--- src/rtl/siso_shift_ctrl_pkg.sv ---
// ---------------------------------------------------------------------------
// siso_ctrl_pkg
// Shared types and constants for the SISO shift-chain controller.
//   state_t     : controller FSM states (IDLE, LOAD, DRAIN, DONE)
//   PAR_BITS    : extra bits shifted after the data word (1 when the
//                 SISO_CTRL_PARITY_EN macro is defined, else 0)
//   cnt_width() : width of the global shift-cycle counter
//   idx_width() : width of a bit index into the data word
// ---------------------------------------------------------------------------
package siso_ctrl_pkg;

  typedef enum logic [1:0] {
    IDLE  = 2'd0,
    LOAD  = 2'd1,
    DRAIN = 2'd2,
    DONE  = 2'd3
  } state_t;

`ifdef SISO_CTRL_PARITY_EN
  localparam int PAR_BITS = 1;
`else
  localparam int PAR_BITS = 0;
`endif

  // The counter walks global shift cycles 0 .. N+DEPTH-1, N = width + parity.
  function automatic int cnt_width(input int width, input int depth);
    int total;
    total = width + PAR_BITS + depth;
    return (total <= 2) ? 1 : $clog2(total);
  endfunction

  function automatic int idx_width(input int width);
    return (width <= 2) ? 1 : $clog2(width);
  endfunction

endpackage

--- src/rtl/siso_shift_ctrl_if.sv ---
// ---------------------------------------------------------------------------
// siso_shift_ctrl_if
// Bundles the word-side handshakes, the shift-chain control and status.
// Macro: SISO_CTRL_PARITY_EN adds the out_err status signal.
//
// Handshake rule (both in_* and out_* channels): a transfer happens on a
// rising edge where valid and ready are both 1. Once valid is raised the
// producer holds valid and data steady until that transfer; ready may be
// high without valid and carries no obligation.
//
//   in_data/in_valid/in_ready    : word into the controller
//   out_data/out_valid/out_ready : reassembled word out of the controller
//   sh_en/sh_si                  : shift enable / serial data into chain
//   sh_so                        : serial data from the last chain stage
//   busy                         : controller not in IDLE
//   out_err                      : parity mismatch (parity build only)
//
// modport slave  : the controller
// modport master : word source/sink plus the chain
// ---------------------------------------------------------------------------
interface siso_shift_ctrl_if #(
  parameter int WIDTH = 4
);
  logic [WIDTH-1:0] in_data;
  logic             in_valid;
  logic             in_ready;
  logic [WIDTH-1:0] out_data;
  logic             out_valid;
  logic             out_ready;
  logic             sh_en;
  logic             sh_si;
  logic             sh_so;
  logic             busy;
`ifdef SISO_CTRL_PARITY_EN
  logic             out_err;

  modport slave (
    input  in_data, in_valid, out_ready, sh_so,
    output in_ready, out_data, out_valid, sh_en, sh_si, busy, out_err
  );
  modport master (
    output in_data, in_valid, out_ready, sh_so,
    input  in_ready, out_data, out_valid, sh_en, sh_si, busy, out_err
  );
`else
  modport slave (
    input  in_data, in_valid, out_ready, sh_so,
    output in_ready, out_data, out_valid, sh_en, sh_si, busy
  );
  modport master (
    output in_data, in_valid, out_ready, sh_so,
    input  in_ready, out_data, out_valid, sh_en, sh_si, busy
  );
`endif
endinterface

--- src/rtl/siso_shift_ctrl_deser.sv ---
// ---------------------------------------------------------------------------
// siso_deser
// Capture register that rebuilds the parallel word from the chain output.
// One bit is written per enabled cycle at the index supplied by the
// controller; unwritten bits keep their value.
//   clk, rst : clock, synchronous active-high reset (clears the word)
//   wr_en    : write wr_bit this cycle
//   wr_idx   : bit position to write
//   wr_bit   : serial bit from the chain
//   data     : captured word
// ---------------------------------------------------------------------------
module siso_deser
  import siso_ctrl_pkg::*;
#(
  parameter int WIDTH = 4,
  parameter int IW    = idx_width(WIDTH)
) (
  input  logic             clk,
  input  logic             rst,
  input  logic             wr_en,
  input  logic [IW-1:0]    wr_idx,
  input  logic             wr_bit,
  output logic [WIDTH-1:0] data
);

  always_ff @(posedge clk) begin
    if (rst) begin
      data <= '0;
    end else if (wr_en) begin
      data[wr_idx] <= wr_bit;
    end
  end

endmodule

--- src/rtl/siso_shift_ctrl.sv ---
// ---------------------------------------------------------------------------
// siso_shift_ctrl
// Sequencing controller for an external serial-in/serial-out shift chain.
// Accepts a word, shifts it LSB-first into the chain (LOAD), shifts zeros
// until every bit has emerged (DRAIN), then presents the reassembled word
// (DONE). Because DRAIN pushes DEPTH zeros, the chain is all-zero whenever
// the controller returns to IDLE.
// Macro: SISO_CTRL_PARITY_EN appends an even-parity bit to each word and
// reports a mismatch on out_err.
//   clk       : clock, rising edge
//   rst       : synchronous active-high reset
//   bus       : siso_shift_ctrl_if.slave (handshakes, chain control, status)
//   state_dbg : current FSM state
// ---------------------------------------------------------------------------
module siso_shift_ctrl
  import siso_ctrl_pkg::*;
#(
  parameter int WIDTH = 4,
  parameter int DEPTH = 4
) (
  input  logic               clk,
  input  logic               rst,
  siso_shift_ctrl_if.slave   bus,
  output state_t             state_dbg
);

  localparam int N  = WIDTH + PAR_BITS;
  localparam int CW = cnt_width(WIDTH, DEPTH);
  localparam int IW = idx_width(WIDTH);

  // Counter value == global shift cycle index.
  localparam logic [CW-1:0] LOAD_LAST = CW'(N - 1);
  localparam logic [CW-1:0] LAST      = CW'(N + DEPTH - 1);
  // Cycle c carries chain bit c-DEPTH on sh_so; only data bits are stored.
  localparam logic [CW-1:0] CAP_FIRST = CW'(DEPTH);
  localparam logic [CW-1:0] CAP_LAST  = CW'(DEPTH + WIDTH - 1);

  state_t           state;
  logic [CW-1:0]    cnt;
  logic [N-1:0]     word_sr;
  logic [N-1:0]     load_word;
  logic             in_ready_r;
  logic             out_valid_r;
  logic             sh_en_r;
  logic             sh_si_r;
  logic             busy_r;
  logic             cap_en;
  logic [IW-1:0]    cap_idx;
  logic [WIDTH-1:0] cap_data;

  // Word as it will be serialised: data bits, then the optional parity bit.
  always_comb begin
`ifdef SISO_CTRL_PARITY_EN
    load_word = {^bus.in_data, bus.in_data};
`else
    load_word = bus.in_data;
`endif
  end

  always_comb begin
    cap_en  = 1'b0;
    cap_idx = IW'(cnt - CAP_FIRST);
    if ((state == LOAD || state == DRAIN) &&
        (cnt >= CAP_FIRST) && (cnt <= CAP_LAST)) begin
      cap_en = 1'b1;
    end
  end

  siso_deser #(
    .WIDTH (WIDTH),
    .IW    (IW)
  ) u_deser (
    .clk    (clk),
    .rst    (rst),
    .wr_en  (cap_en),
    .wr_idx (cap_idx),
    .wr_bit (bus.sh_so),
    .data   (cap_data)
  );

  // sh_si/sh_en are registered one cycle ahead: the value set on an edge is
  // what the chain shifts in on the following edge.
  always_ff @(posedge clk) begin
    if (rst) begin
      state       <= IDLE;
      cnt         <= '0;
      word_sr     <= '0;
      in_ready_r  <= 1'b1;
      out_valid_r <= 1'b0;
      sh_en_r     <= 1'b0;
      sh_si_r     <= 1'b0;
      busy_r      <= 1'b0;
    end else begin
      unique case (state)
        IDLE: begin
          if (bus.in_valid) begin
            state      <= LOAD;
            cnt        <= '0;
            word_sr    <= load_word >> 1;
            sh_si_r    <= load_word[0];
            sh_en_r    <= 1'b1;
            in_ready_r <= 1'b0;
            busy_r     <= 1'b1;
          end
        end
        LOAD: begin
          cnt <= cnt + 1'b1;
          if (cnt == LOAD_LAST) begin
            state   <= DRAIN;
            sh_si_r <= 1'b0;
          end else begin
            sh_si_r <= word_sr[0];
            word_sr <= word_sr >> 1;
          end
        end
        DRAIN: begin
          if (cnt == LAST) begin
            // Counter holds at its terminal value until the next accept.
            state       <= DONE;
            sh_en_r     <= 1'b0;
            sh_si_r     <= 1'b0;
            out_valid_r <= 1'b1;
          end else begin
            cnt <= cnt + 1'b1;
          end
        end
        DONE: begin
          if (bus.out_ready) begin
            state       <= IDLE;
            out_valid_r <= 1'b0;
            busy_r      <= 1'b0;
            in_ready_r  <= 1'b1;
          end
        end
        default: state <= IDLE;
      endcase
    end
  end

`ifdef SISO_CTRL_PARITY_EN
  logic err_r;

  // The parity bit is the last one out of the chain; it is on sh_so during
  // the final DRAIN cycle while the data bits are already captured.
  always_ff @(posedge clk) begin
    if (rst) begin
      err_r <= 1'b0;
    end else if (state == DRAIN && cnt == LAST) begin
      err_r <= bus.sh_so ^ (^cap_data);
    end else if (state == DONE && bus.out_ready) begin
      err_r <= 1'b0;
    end
  end

  assign bus.out_err = err_r;
`endif

  assign bus.in_ready  = in_ready_r;
  assign bus.out_valid = out_valid_r;
  assign bus.out_data  = cap_data;
  assign bus.sh_en     = sh_en_r;
  assign bus.sh_si     = sh_si_r;
  assign bus.busy      = busy_r;
  assign state_dbg     = state;

endmodule
--- src/flat_wrapper.sv ---
// flat-port wrapper written by rule: the top's interface ports become plain ports
module siso_shift_ctrl_flat import siso_ctrl_pkg::*;
#(
  parameter int WIDTH = 4,
  parameter int DEPTH = 4
)
  (clk, rst, state_dbg, bus_in_data, bus_in_valid, bus_out_ready, bus_sh_so, bus_in_ready, bus_out_data, bus_out_valid, bus_sh_en, bus_sh_si, bus_busy);
  siso_shift_ctrl_if #(.WIDTH(WIDTH)) bus_i ();
  input  logic clk;
  input  logic rst;
  output state_t state_dbg;
  input wire logic [$bits(bus_i.in_data)-1:0] bus_in_data;
  input wire logic [$bits(bus_i.in_valid)-1:0] bus_in_valid;
  input wire logic [$bits(bus_i.out_ready)-1:0] bus_out_ready;
  input wire logic [$bits(bus_i.sh_so)-1:0] bus_sh_so;
  output wire logic [$bits(bus_i.in_ready)-1:0] bus_in_ready;
  output wire logic [$bits(bus_i.out_data)-1:0] bus_out_data;
  output wire logic [$bits(bus_i.out_valid)-1:0] bus_out_valid;
  output wire logic [$bits(bus_i.sh_en)-1:0] bus_sh_en;
  output wire logic [$bits(bus_i.sh_si)-1:0] bus_sh_si;
  output wire logic [$bits(bus_i.busy)-1:0] bus_busy;
  assign bus_i.in_data = bus_in_data;
  assign bus_i.in_valid = bus_in_valid;
  assign bus_i.out_ready = bus_out_ready;
  assign bus_i.sh_so = bus_sh_so;
  assign bus_in_ready = bus_i.in_ready;
  assign bus_out_data = bus_i.out_data;
  assign bus_out_valid = bus_i.out_valid;
  assign bus_sh_en = bus_i.sh_en;
  assign bus_sh_si = bus_i.sh_si;
  assign bus_busy = bus_i.busy;
  siso_shift_ctrl #(.WIDTH(WIDTH), .DEPTH(DEPTH)) u_core (.clk(clk), .rst(rst), .bus(bus_i), .state_dbg(state_dbg));
endmodule
--- config.mk ---
export PLATFORM = sky130hd
export DESIGN_NAME = siso_shift_ctrl_flat
export DESIGN_NICKNAME = d
export VERILOG_FILES = /design/src/rtl/siso_shift_ctrl_pkg.sv /design/src/rtl/siso_shift_ctrl_if.sv /design/src/rtl/siso_shift_ctrl_deser.sv /design/src/rtl/siso_shift_ctrl.sv /design/src/flat_wrapper.sv
export SDC_FILE = /design/constraint.sdc
export NUM_CORES = 1
export LEC_CHECK = 0
export BUFFER_PORTS_ARGS = -buffer_cell sky130_fd_sc_hd__buf_2
export CAP_MARGIN = 40
export CELL_PAD_IN_SITES_DETAIL_PLACEMENT = 0
export CELL_PAD_IN_SITES_GLOBAL_PLACEMENT = 2
export CORE_MARGIN = 1.5
export CORE_UTILIZATION = 32
export CTS_CLUSTER_DIAMETER = 100
export DETAILED_ROUTE_END_ITERATION = 7
export PLACE_DENSITY = 0.74
export SETUP_SLACK_MARGIN = 0.5
export SLEW_MARGIN = 10
export SYNTH_ARGS = -nofsm -noshare
export SYNTH_HDL_FRONTEND = slang
export SYNTH_HIERARCHICAL = 1
export SYNTH_SLANG_ARGS = --single-unit
export TNS_END_PERCENT = 100
--- constraint.sdc ---
create_clock -name clk -period 2.2 [get_ports clk]
set_input_delay 0.44 -clock clk [delete_from_list [all_inputs] [get_ports clk]]
set_output_delay 0.44 -clock clk [all_outputs]
set_load 0.05 [all_outputs]
==> impl_metrics.tcl <==
set metrics [dict create \
    outcome "completed" \
    cp.arrival_ns 1.87 \
    crit_path_max_incr_delay_ns 0.49 \
    hold-path-endpoint "u_core/bus.busy" \
    slew_headroom 0.770 \
    post_synth.cell_area_avg_um2 9.40 \
    min_path_type "input pin to register" \
    timing.critical_path.cells "ha_1, ha_2, and2_4, or4_1, a21oi_2" \
    area_growth_from_synthesis_to_final_layout_pct 24.0 \
    die_area_um2 3490 \
    timing.hold.worst.start "bus_out_ready" \
    post_synth_instance_area_um2 1010 \
    tritoncts "yes" \
    residual_drc 0 \
    numClockSinks 17 \
    max_freq_mhz 611 \
    path_class "register to register" \
    clock_path_buffers 2 \
    multi_input_comb_area_um2 669 \
    final.setup.worst_slack_ns 0.562 \
    post_route_cells_drive_above_1_share 0.318 \
    tritoncts.num_buffers 3 \
    grt_util_overall 0.153 \
    tightest_slew_ns 0.345 \
    maxCapViolCount 0 \
    terminus_of_the_critical_flop_to_flop_path "u_core/word_sr[0]" \
    clkTransAtPathRegs_ns 0.10 \
    global_route.overflow_total 0 \
    place_congestion 0.721 \
    synth-seq-cells 17 \
    drt-total-wl_um 2370 \
    post-route-min-period_ns 1.64 \
    worst_path_max_delay_cell "sky130_fd_sc_hd__or4_1" \
    h_tree_levels 1 \
    cpLargestDelayFamily "simple AND/OR/NAND/NOR gates" \
    endpoint_kind "register" \
    clk-insertion-delay-late_ns 0.29 \
    core_region_area_um2 3030 \
    detail-route-antenna-nets 0 \
    power_per_cell_area_nw_per_um2 1120 \
    area.sequential_um2 355 \
    clk_root_buffer_cell "sky130_fd_sc_hd__clkbuf_4" \
    synth_net_count 126 \
    grt_pass1_vias 842 \
    detailroute.via_count 867 \
    grt_antenna_before_repair 0 \
    hold_depth 2 \
    holdBufCountCts 0 \
    die_x_um 59.1 \
    place_hpwl_um 1670 \
    cp.buffers_inverters 0 \
    wire_length_of_the_first_global_routing_pass_um 3970 \
    worst_r2r_startpoint "u_core/cnt[0]" \
    synth.yosys.seq_area_share 0.338 \
    numPlacedInstances 167 \
    top_level_ports 20 \
    floorplan.die.height_um 59.1 \
    reg2reg_depth 5 \
    placementRows 20 \
    leakagePower_nw 0.534 \
    critical_path_peak_fanout 5 \
    yosysUniqueCellTypes 30 \
    ys_warn_count 6 \
    rsz0062_at_grt "no" \
    required_ns 2.43 \
    power.ir.vdd_worst_uv 338 \
    syn_inst 107 \
    post_layout_nonfiller_instances 173 \
    drt_first_iter_violations 27 \
    finalSetupTns_ns 0 \
    io_buffers 19 \
    finalNetCount 149 \
    antenna_cells 0 \
    grt_start_max_net_pins 17 \
    critical_path.startpoint_type "register" \
    finalMaxSlewViolations 0 \
    final-hold-violation-count 0 \
    n_fill_cell 333 \
    initial_utilization 0.332 \
    drt-vias-per-instance 5.01 \
    worst_clock_skew_ns 0.00435 \
    finalCritPeriodShare 0.744 \
    wire_per_inst_um 13.7 \
    place_ws_ns 0.442 \
    drt_first_pass_iters 4 \
    r2r_setup_slack_ns 0.56 \
    setup_violations 0 \
]
==> worst max path at each step <==
stage	startpoint	endpoint	slack, ns	depth (start not counted)
after global placement	u_core/cnt[1]	u_core/u_deser/data[0]	0.49	6
after global routing	u_core/cnt[1]	u_core/u_deser/data[0]	0.50	6
final	u_core/cnt[0]	u_core/word_sr[0]	0.56	5
after CTS	u_core/cnt[0]	u_core/u_deser/data[0]	0.50	6
after floorplan	u_core/state_dbg[0]	u_core/bus.sh_si	0.53	7
after detailed placement	u_core/cnt[0]	u_core/u_deser/data[0]	0.44	6
==> registers in the layout, indices dropped and copies added (netlist names) <==
name                  count
u_core/bus.sh_si          1
u_core/word_sr            3
u_core/bus.in_ready       1
u_core/bus.out_valid      1
u_core/bus.sh_en          1
u_core/bus.busy           1
u_core/u_deser/data       4
u_core/cnt                3
u_core/state_dbg          2
==> logic make-up after synthesis <==
kind of cell    synth area share
fa+ha+maj                  0.124
buf+inv                   0.0522
simple gates               0.211
flops                      0.338
mux                       0.0796
compound gates             0.194
==> per-stage QoR <==
stage	power (mW)	cell area [um2]	hold WS (ns)	utilization
3_3_place_gp	1.18	1150	0.459	0.381
2_1_floorplan	1.04	1030	0.444	-
5_1_grt	1.51	1250	0.370	0.412
4_1_cts	1.38	1200	0.363	0.395
6_report	1.40	1250	0.380	0.412
3_5_place_dp	1.18	1150	0.466	0.381
==> cell usage after synthesis, drive strengths merged <==
| library cell | n | share of area |
|---|---|---|
| mux2i | 8 | 0.080 |
| a31oi | 6 | 0.037 |
| dfxtp | 17 | 0.34 |
| nand3 | 1 | 0.0050 |
| inv | 7 | 0.026 |
| a21o | 1 | 0.0075 |
| o311ai | 1 | 0.0087 |
| ha | 10 | 0.12 |
| a311o | 1 | 0.010 |
| nand3b | 2 | 0.015 |
| nand4 | 1 | 0.0062 |
| and2 | 1 | 0.0062 |
| o31ai | 3 | 0.022 |
| nand2b | 7 | 0.044 |
| a21oi | 8 | 0.040 |
| a311oi | 1 | 0.0087 |
| nor2b | 4 | 0.032 |
| or4 | 3 | 0.022 |
| nand4b | 4 | 0.035 |
| o21ai | 6 | 0.030 |
| nor3b | 2 | 0.020 |
| clkbuf | 1 | 0.0037 |
| nor2 | 3 | 0.011 |
| nand2 | 4 | 0.015 |
| buf | 2 | 0.022 |
| a2111oi | 1 | 0.015 |
| o21a | 2 | 0.015 |
==> report_power, final <==
part	internal (mW)	switching (mW)	total, mW
registers	0.390	0.0723	0.462
logic	0.295	0.471	0.766
clock network	0.0705	0.102	0.172
total	0.755	0.645	1.40
==> timing repair <==
action,4_1_cts,5_1_grt
endpoints found under the hold margin,0,0
pin swaps,0,1
buffers inserted,0,2
endpoints found under the setup margin,4,11
resized for setup,3,10
==> placed cells by master (no fill, tap or decap), types with 3 or more instances in the layout <==
cell                        n
sky130_fd_sc_hd__mux2i_1    8
sky130_fd_sc_hd__o21ai_1    5
sky130_fd_sc_hd__ha_1       6
sky130_fd_sc_hd__nand2b_1   7
sky130_fd_sc_hd__nor2_1     3
sky130_fd_sc_hd__inv_1      5
sky130_fd_sc_hd__or4_1      3
sky130_fd_sc_hd__nand4b_1   4
sky130_fd_sc_hd__a31oi_1    5
sky130_fd_sc_hd__clkbuf_4   3
sky130_fd_sc_hd__a21oi_1    7
sky130_fd_sc_hd__dfxtp_4    4
sky130_fd_sc_hd__nand2_1    4
sky130_fd_sc_hd__ha_2       3
sky130_fd_sc_hd__buf_2     19
sky130_fd_sc_hd__o31ai_1    3
sky130_fd_sc_hd__dfxtp_1   13
==> final cells by class <==
class | instances | area share
clock buffer | 4 | 0.0211
inverter | 7 | 0.0251
multi-input combinational | 80 | 0.537
sequential | 17 | 0.285
tap | 44 | 0.0441
timing repair buffer | 21 | 0.0883
==> per-layer routing <==
metal	GRT usage	share of wire	up-vias
met3	0.0349	0.040	2
met4	0.0682	0.0080	0
li1	-	-	439
met2	0.254	0.49	15
met5	0	0	-
met1	0.187	0.46	411
==> worst register-to-register path: cells and delay by family, from the launching register on <==
kind                     cells  cell delay [ns]
AND/OR/NAND/NOR              2             0.66
adder cells (fa/ha/maj)      2             0.40
AO/OA/AOI/OAI                1             0.14
flip-flops                   1             0.38
Note: power is estimated with default switching activity, not from simulation.
